==> src/rtl/register_file_pkg.sv <==
// Shared CPU constants and types used by the destination-select, ALU and
// register-file stages.
package register_file_pkg;

    localparam int CPU_DATA_WIDTH = 16;
    localparam int CPU_REG_COUNT  = 4;
    localparam int CPU_REG_ADDR_W = 2;

    typedef logic [CPU_REG_ADDR_W-1:0] reg_addr_t;
    typedef logic [CPU_DATA_WIDTH-1:0] cpu_data_t;

    // Destination-select stage choices for the write-back index.
    typedef enum logic [1:0] {
        DST_RT   = 2'd0,
        DST_RD   = 2'd1,
        DST_LINK = 2'd2
    } dest_sel_e;

    typedef enum logic [2:0] {
        ALU_ADD = 3'd0,
        ALU_SUB = 3'd1,
        ALU_AND = 3'd2,
        ALU_OR  = 3'd3,
        ALU_XOR = 3'd4,
        ALU_SLT = 3'd5
    } alu_op_e;

endpackage

==> src/rtl/register_file.sv <==
// Register array with a one-entry write-back latch: writes commit one edge
// after capture, and the latched value is bypassed to both read ports.
module register_file
    import register_file_pkg::*;
#(
    parameter int DATA_WIDTH = CPU_DATA_WIDTH,
    parameter int REG_COUNT  = CPU_REG_COUNT
) (
    input  logic                      clk,
    input  logic                      reset_n,
    input  logic                      Clear,
    input  logic                      Stall,
    input  logic                      RegWrite,
    input  logic [CPU_REG_ADDR_W-1:0] Write_Register,
    input  logic [DATA_WIDTH-1:0]     Write_Data,
    input  logic [CPU_REG_ADDR_W-1:0] Read_Register1,
    input  logic [CPU_REG_ADDR_W-1:0] Read_Register2,
    output logic [DATA_WIDTH-1:0]     Read_Data1,
    output logic [DATA_WIDTH-1:0]     Read_Data2,
    output logic                      Committed
);

    logic [REG_COUNT*DATA_WIDTH-1:0] regs;
    logic                            wb_valid;
    logic [CPU_REG_ADDR_W-1:0]       wb_addr;
    logic [DATA_WIDTH-1:0]           wb_data;

    // Clear beats Stall, and the pending commit is dropped with it.
    always_ff @(posedge clk or negedge reset_n) begin
        if (!reset_n) begin
            regs      <= '0;
            wb_valid  <= 1'b0;
            wb_addr   <= '0;
            wb_data   <= '0;
            Committed <= 1'b0;
        end else if (Clear) begin
            regs      <= '0;
            wb_valid  <= 1'b0;
            wb_addr   <= '0;
            wb_data   <= '0;
            Committed <= 1'b0;
        end else if (Stall) begin
            Committed <= 1'b0;
        end else begin
            wb_valid  <= RegWrite;
            wb_addr   <= Write_Register;
            wb_data   <= Write_Data;
            Committed <= wb_valid;
            if (wb_valid) begin
                for (int unsigned i = 0; i < REG_COUNT; i++) begin
                    if (wb_addr == CPU_REG_ADDR_W'(i)) begin
                        regs[i*DATA_WIDTH +: DATA_WIDTH] <= wb_data;
                    end
                end
            end
        end
    end

    always_comb begin
        Read_Data1 = '0;
        Read_Data2 = '0;
        for (int unsigned i = 0; i < REG_COUNT; i++) begin
            if (Read_Register1 == CPU_REG_ADDR_W'(i)) begin
                Read_Data1 = regs[i*DATA_WIDTH +: DATA_WIDTH];
            end
            if (Read_Register2 == CPU_REG_ADDR_W'(i)) begin
                Read_Data2 = regs[i*DATA_WIDTH +: DATA_WIDTH];
            end
        end
        if (wb_valid && (wb_addr == Read_Register1)) begin
            Read_Data1 = wb_data;
        end
        if (wb_valid && (wb_addr == Read_Register2)) begin
            Read_Data2 = wb_data;
        end
    end

endmodule

==> config.mk <==
export PLATFORM = sky130hd
export DESIGN_NAME = register_file
export DESIGN_NICKNAME = d
export VERILOG_FILES = /design/src/rtl/register_file_pkg.sv /design/src/rtl/register_file.sv
export SDC_FILE = /design/constraint.sdc
export NUM_CORES = 1
export LEC_CHECK = 0
export ABC_AREA = 1
export CAP_MARGIN = 20
export CORE_MARGIN = 2
export CORE_UTILIZATION = 40
export CTS_BUF_LIST = sky130_fd_sc_hd__clkbuf_16
export CTS_CLUSTER_SIZE = 40
export DETAILED_ROUTE_END_ITERATION = 7
export GPL_TIMING_DRIVEN = 0
export PLACE_DENSITY = 0.59
export SYNTH_ARGS = -nofsm -noshare
export SYNTH_HDL_FRONTEND = slang
export SYNTH_SLANG_ARGS = --single-unit
export TNS_END_PERCENT = 1
==> constraint.sdc <==
create_clock -name clk -period 1.5 [get_ports clk]
set_input_delay 0.15 -clock clk [delete_from_list [all_inputs] [get_ports clk]]
set_output_delay 0.15 -clock clk [all_outputs]
set_load 0.03 [all_outputs]
## Word level (Yosys, flattened, before mapping)

Cells that the tools add are included.

| word-level totals | value |
|---|---|
| memories kept | 0 |
| latch bits | 0 |
| bits in writable memories | 0 |
| bits in registers | 84 |
| word-level logic and storage cells | 59 |
| bits of input ports | 27 |
| output and inout bits | 33 |
| memory bits (read-only) | 0 |

| operators by class | value |
|---|---|
| $add $sub $neg | 0 |
| equal/unequal tests | 12 |
| muxes and demuxes | 25 |
| divide/modulo/power cells | 0 |
| reduce and logical (&&, ||, !) cells | 14 |
| multiply operators | 0 |
| bitwise logic cells | 0 |
| shift operators | 0 |
| magnitude comparators | 0 |

Operators with widths:

| cell | count |
|---|---|
| 16-bit 2-to-1 mux | 16 |
| 64-bit 2-to-1 mux | 3 |
| 2-bit == test (second input constant) | 6 |
| 3-bit AND reduction | 4 |
| 2-bit nonzero test | 5 |
| 2-bit by 1-bit == test with 1-bit output (second input constant) | 3 |
| 2-bit logical NOT | 3 |
| 2-bit == test | 2 |
| 1-bit 2-to-1 mux | 4 |
| 2-bit 2-to-1 mux | 2 |
| 1-bit logical AND | 2 |
| 2-bit != test (second input constant) | 1 |

## Longest topological paths before layout

Gate-level depths: netlist of the first run.

| depth | value |
|---|---|
| depth after elaboration | 6 |
| mapped depth | 9 |
| gate-level depth less buffers | 7 |

## Least setup slack after synthesis of the first run

Ideal clock, no wire load.

| path | value |
|---|---|
| path kind | register to output |
| start | register wb_addr[0] |
| end | output Read_Data2[10] |
| cell stages (with the launch flop) | 6 |
| arrival time | 1.271 ns |
| path slack | 0.079 ns |
| data required time | 1.350 ns |
| cells stage by stage | dfrtp_1 xnor2_2 nand2_2 buf_2 nand2_1 nand2_1 |

| on the way | value |
|---|---|
| longest elaborated chain between the ends | 3 |

RTL lines:

| what | line | source |
|---|---|---|
| start: declaration | register_file.sv:25 | `logic [CPU_REG_ADDR_W-1:0] wb_addr;` |
| start signal: assignment | register_file.sv:46 | `wb_addr <= Write_Register;` |
| 2-bit == test | register_file.sv:73 | `if (wb_valid && (wb_addr == Read_Register2)) begin` |
| 1-bit logical AND | register_file.sv:73 |  |
| 16-bit 2-to-1 mux | register_file.sv:73 |  |
| end: declaration | register_file.sv:19 | `output logic [DATA_WIDTH-1:0] Read_Data2,` |

No other way between the ends.

## Worst setup path in the final report of the first run

| path | value |
|---|---|
| start | register wb_addr[0] |
| end | output Read_Data2[5] |

Same word-level chain as after synthesis.

==> metrics, run 1 <==
status=finished with violations; violations in the final reports=setup timing; count of pins over their slew limit=0; die span in y=~110 µm; Area contributors post-synth=dfrtp_1 43%, nand2_1 16%, nand3_1 15%; initial antenna violation count=0; clk_lat worst skew=between 300 and 400 ps; clock buffer depth=2; # rows=40; CTS tree=done; # setup viols final=57; drt drc=0; wire length per cell=20.0 µm; Critical Path AT=1840 ps; n_diodes=0; global route total overflow=0; input/output buffers=54; net load switching power=1.73 mW; internal cell power=4.18 mW; Cells after Synth=around 700; Yosys cell types=20; ys async rst share=100%; Max Cap Viol=0; first-pass GRT wire length=28.3 mm; minimum clock period=1990 ps; Ports=60; clock share of power=39.9%; Least-Margin Pin Slew=705 ps; Final Hold Fails=0; fillcell total=approximately 1200; CTS sink count=84; CP Capture Type=primary output; synth cell count leaders=201 x nand2_1, 148 x nand3_1, 84 x dfrtp_1; maximum vdd ir drop=0.738 mV; Pwr Total=5.92 mW; most frequent cell after synthesis=nand2_1; overall routing resource usage=between 20 and 30%; DRT Pass-1 Iters=7; area grow syn2layout=30.4%; Leak Pwr=2.91 nW; vias in the first global route=5147; largest net degree at the start of global routing=55; CP peak stage delay=430 ps; CP Class=flip-flop to primary output; Mean Syn Cell Area=7.09 µm²; sequential area share after synthesis=43.4%; Yosys warnings=0; critical path fanouts, max=6; core footprint=11900 µm²; worst clock skew=3.82 ps; number of routed nets with antenna violations=0; DR vias=5245; starting density of the core=approximately two fifths; headroom to the max-slew limit=53.0%; Worst-path clk slew=60 ps; Post-synth EDFFs=0; Logic pwr share=approximately a fifth; Vias per Instance=5.72; sequential power share=41.5%; Inserted Clock Buffers=9; fin crit share=133%; crit path cell chain=buf_6 > xnor2_4 > nand2_4 > clkbuf_16 > nand2_2 > nand2_2 > buf_6; leading register cell type out of synthesis=dfrtp_1; min-delay worst type=primary input to flip-flop; min setup slack post-route=-495 ps; H-tree Lvls=3; Worst EP required=1350 ps; Placer Congestion=about 0.93; Worst setup SP type=flip-flop; RSZ-0062 raised after global routing=true; die footprint=13000 µm²; die width=114 µm; Mapped Nets=roughly 710; dpl hpwl=12.3 mm; Synth Cell Area=4840 µm²; final hold slack=282 ps; routed wire length=18.4 mm; register bit total from synthesis=84; CP max-delay cell=dfrtp_2; Peak Freq=501 MHz; share of the synthesized area in the top cell type=43.4%; share of cells above drive strength 1=17.5%; Core Util, Final=53.0%; power density over cell area=about 940 nW/µm²; Iteration-0 DRC Markers=599; layout net count=792; leading area contributor after synthesis=dfrtp_1; CTS root buf=clkbuf_16; switching share of power=29.3%
power by group through the flow:
stage | registers, mW | clock network (mW) | logic [mW]
5_1_grt | 2.46 | 2.47 | 1.17
2_1_floorplan | 2.46 | 0 | 0.516
3_3_place_gp | 2.49 | 0 | 0.928
3_5_place_dp | 2.49 | 0 | 0.946
4_1_cts | 2.45 | 2.38 | 1.02
6_report | 2.45 | 2.36 | 1.10
cells by family (layout without fill, tap and decap cells):
group	Yosys count	after routing	synth area share, %
and+or+nand+nor	409	409	38.1
buffers and inverters	118	206	10.4
DFF	84	84	43.4
xor gates and xnor gates	2	2	0.672
AOI/OAI and AO/OA	69	69	7.37
layer usage:
metal,track usage [%],wire length [µm]
met1,39.0,7830
met2,46.0,8590
met3,6.00,1540
met4,11.5,416
met5,0,0
worst paths after layout:
path                                              from                endpoint  slack [ps]  cells past startpoint
worst min-delay path                             Clear    regs[49]$_DFFE_PN0P_         280                      4
worst max register to register  wb_addr[1]$_DFFE_PN0P_     regs[6]$_DFFE_PN0P_         -50                      6
worst max-delay path            wb_addr[0]$_DFFE_PN0P_           Read_Data2[5]        -490                      7
worst min register to register    regs[59]$_DFFE_PN0P_    regs[59]$_DFFE_PN0P_         500                      2
min in group asynchronous                      reset_n    regs[13]$_DFFE_PN0P_         290                      2
max in group asynchronous                      reset_n  wb_data[6]$_DFFE_PN0P_         580                      3
state kept, by name, indices dropped and copies added (netlist names):
signal	cells
Committed	1
wb_data	16
wb_valid	1
wb_addr	2
regs	64
area by class of cell:
| type | instances | area [µm²] | share of cell area (%) |
|---|---|---|---|
| plain buffers | 46 | 337 | 5.33 |
| clock buffers | 9 | 225 | 3.57 |
| clock inverters | 7 | 82.6 | 1.31 |
| inverters | 72 | 278 | 4.40 |
| multi-input cells | 480 | 2360 | 37.4 |
| flip-flops and latches | 84 | 2100 | 33.3 |
| well taps | 147 | 184 | 2.91 |
| repair buffers | 72 | 741 | 11.7 |
worst max-delay path: cells and delay by family (launching register included):
kind,cells,cell delay [ps]
buf+inv,3,480
flops,1,430
simple gates,3,300
xor+xnor,1,280
placed cells by master (no fill, tap or decap), types with 4 or more instances in the layout:
cell type	synthesis	final
buf_2	20	9
buf_4	3	26
buf_6	3	37
clkbuf_1	16	13
clkbuf_16	0	11
clkdlybuf4s50_1	0	20
dfrtp_1	84	82
inv_1	68	69
nand2_1	201	176
nand2_2	3	24
nand2_4	0	4
nand3_1	148	148
nand4_1	32	32
nor2_1	21	21
o21ai_0	65	64
what timing repair did:
item	CTS	global route
hold endpoints to repair	30	0
pin swaps	4	7
gates resized for setup	231	74
endpoints found under the setup margin	71	100
buffers inserted	10	5
hold buffers	1	0
gates cloned	0	1
per-stage QoR:
stage / instances / cell area [µm²] / worst slack [ps] / setup TNS, ps
2_1_floorplan: 682 / 4840 / 78.5 / 0
3_3_place_gp: 883 / 5560 / -2860 / -281230
3_5_place_dp: 884 / 5590 / -822 / -45510
4_1_cts: 911 / 6050 / -412 / -12150
5_1_grt: 917 / 6310 / -495 / -17070
6_report: 917 / 6310 / -495 / -13280
No activity file was read; power rests on OpenSTA's default activity.
==> run 2, diff against run 1 <==
Settings changed: CTS_BUF_LIST sky130_fd_sc_hd__clkbuf_16 to sky130_fd_sc_hd__clkbuf_2 sky130_fd_sc_hd__clkbuf_4 sky130_fd_sc_hd__clkbuf_8.
==> run 2 against run 1 <==
  * The run still ends with setup timing left
  * Global-route usage grew 0.25 points
  * Core utilization is 0.32 points lower
  * Die area did not move
  * Sequential power barely moved
  * Cell count is 0.11% higher
  * Count of clock-buffer cells in the layout up 4
  * First-iteration DRC count up 3.2%
  * Register-to-register slack about the same
  * Sequential share of layout area up 0.20 points
  * Largest power group unchanged
==> metrics, run 2 (synthesis gave the netlist of run 1 again) <==
Inserted Clock Buffers=9 (unchanged); die width=114 µm (unchanged); Max Cap Viol=0 (unchanged); # setup viols final=46 (-19%); die span in y=114 µm (unchanged); minimum clock period=1930 ps (-65.1 ps); CP Class=flip-flop to primary output; clk_lat worst skew=380 ps (+30 ps); routed wire length=18.2 mm (-0.81%); DR vias=5242 (-0.057%); dpl hpwl=12.3 mm (unchanged); H-tree Lvls=3 (unchanged); Placer Congestion=0.926 (unchanged); wire length per cell=19.9 µm (-0.91%); Final Hold Fails=0 (unchanged); Worst EP required=1350 ps (about the same); first-pass GRT wire length=28.6 mm (+0.88%); min setup slack post-route=-430 ps (+65.1 ps); Critical Path AT=1780 ps (-60 ps); power density over cell area=880 nW/µm² (-6.1%); fin cells=918 (+0.11%); critical path fanouts, max=6 (unchanged); global route total overflow=0 (unchanged); vias in the first global route=5185 (+0.74%); starting density of the core=40.6% (unchanged); fillcell total=1163 (+0.69%); top flop regs=regs x64, wb_data x16, wb_addr x2; die footprint=13000 µm² (unchanged); CTS root buf=clkbuf_8; Iteration-0 DRC Markers=618 (+3.2%); violations in the final reports=setup timing; CP Capture Type=primary output; largest net degree at the start of global routing=55 (unchanged); Core Util, Final=52.7% (-0.32 points); Vias per Instance=5.71 (-0.17%); Least-Margin Pin Slew=707 ps (+2.97 ps); Ports=60 (unchanged); core footprint=11900 µm² (unchanged); maximum vdd ir drop=0.653 mV (-12%); status=finished with violations; share of cells above drive strength 1=17.8% (+0.24 points); most frequent cells in the layout=180 x nand2_1, 148 x nand3_1, 82 x dfrtp_1; drt drc=0 (unchanged); headroom to the max-slew limit=52.8% (-0.20 points); count of pins over their slew limit=0 (unchanged); worst clock skew=5.06 ps (+1.24 ps); Worst-path clk slew=90 ps (+30 ps); DRT Pass-1 Iters=7 (unchanged); DP Cell Count=884 (unchanged); max reg flops=64 (unchanged); fin crit share=129% (-4.3 points); Biggest register=regs; overall routing resource usage=29.3% (+0.25 points); area grow syn2layout=29.7%; Peak Freq=518 MHz (+3.4%); number of routed nets with antenna violations=0 (unchanged); most common cell after layout, fill and taps aside=nand2_1; Leak Pwr=2.89 nW (-0.47%); Pwr Total=5.52 mW (-6.7%); initial antenna violation count=0 (unchanged); clock buffer depth=2 (unchanged); Worst setup SP type=flip-flop; min-delay worst type=primary input to async pin; n_diodes=0 (unchanged); RSZ-0062 raised after global routing=true; input/output buffers=54 (unchanged); CTS tree=done; CTS sink count=84 (unchanged); layout net count=793 (+0.13%); # rows=40 (unchanged)
-- run 2: stage by stage --
step	hold slack [ps]	area, µm²	TNS, ps	worst slack, ps
6_report	250	6270	-13260	-430
5_1_grt	272	6270	-17250	-505
4_1_cts	233	6180	-13610	-436
3_5_place_dp	126	5590	-45510	-822
3_3_place_gp	478	5560	-281230	-2860
2_1_floorplan	-146	4840	0	78.5
-- run 2: worst paths after layout --
path                                        startpoint                    to  slack (ps)  depth (start not counted)
worst max register to register    wb_valid$_DFFE_PN0P_  regs[55]$_DFFE_PN0P_         -60                          6
min in group clk                                 Clear  regs[51]$_DFFE_PN0P_         250                          4
worst min-delay path                           reset_n  regs[13]$_DFFE_PN0P_         250                          2
worst max-delay path            wb_addr[0]$_DFFE_PN0P_         Read_Data1[9]        -430                          8
worst min register to register    regs[59]$_DFFE_PN0P_  regs[59]$_DFFE_PN0P_         510                          2
max in group asynchronous                      reset_n   regs[3]$_DFFE_PN0P_         620                          3
-- run 2: layout make-up --
class	count	area (µm²)	share of cell area (%)
buffer	46	352	5.60
clock buffer	13	173	2.75
clock inverter	3	67.6	1.08
inverter	72	280	4.47
multi-input combinational	480	2350	37.4
sequential	84	2100	33.5
tap	147	184	2.93
timing repair buffer	73	766	12.2
-- run 2: layer usage --
layer / part of all wire (%) / up-vias / global-route usage [%]
met3: 7.8 / 46 / 6.11
li1: - / 2402 / -
met5: 0 / - / 0
met4: 2.8 / 0 / 9.84
met2: 47 / 264 / 47.3
met1: 43 / 2530 / 39.3
-- run 2: what timing repair did --
action / CTS / global route
hold buffers: 1 / 0
setup endpoints to repair: 75 / 97
endpoints found under the hold margin: 30 / 0
pin swaps: 7 / 3
gates cloned: 1 / 0
buffers inserted: 16 / 0
gates resized for setup: 268 / 35
-- run 2: power breakdown --
group / internal, mW / switching (mW) / total (mW) / leakage, nW
clock network: 1.09 / 0.863 / 1.96 / 0.119
registers: 2.36 / 0.0916 / 2.45 / 1.14
logic: 0.396 / 0.717 / 1.11 / 1.63
-- run 2: worst max-delay path: stages (launching register included) --
cell	delay, ps
dfrtp_2	450
inv_4	80
nor2_2	50
nor2_4	210
nand2_4	160
buf_8	180
nand2_2	70
nand2_2	60
buf_6	130
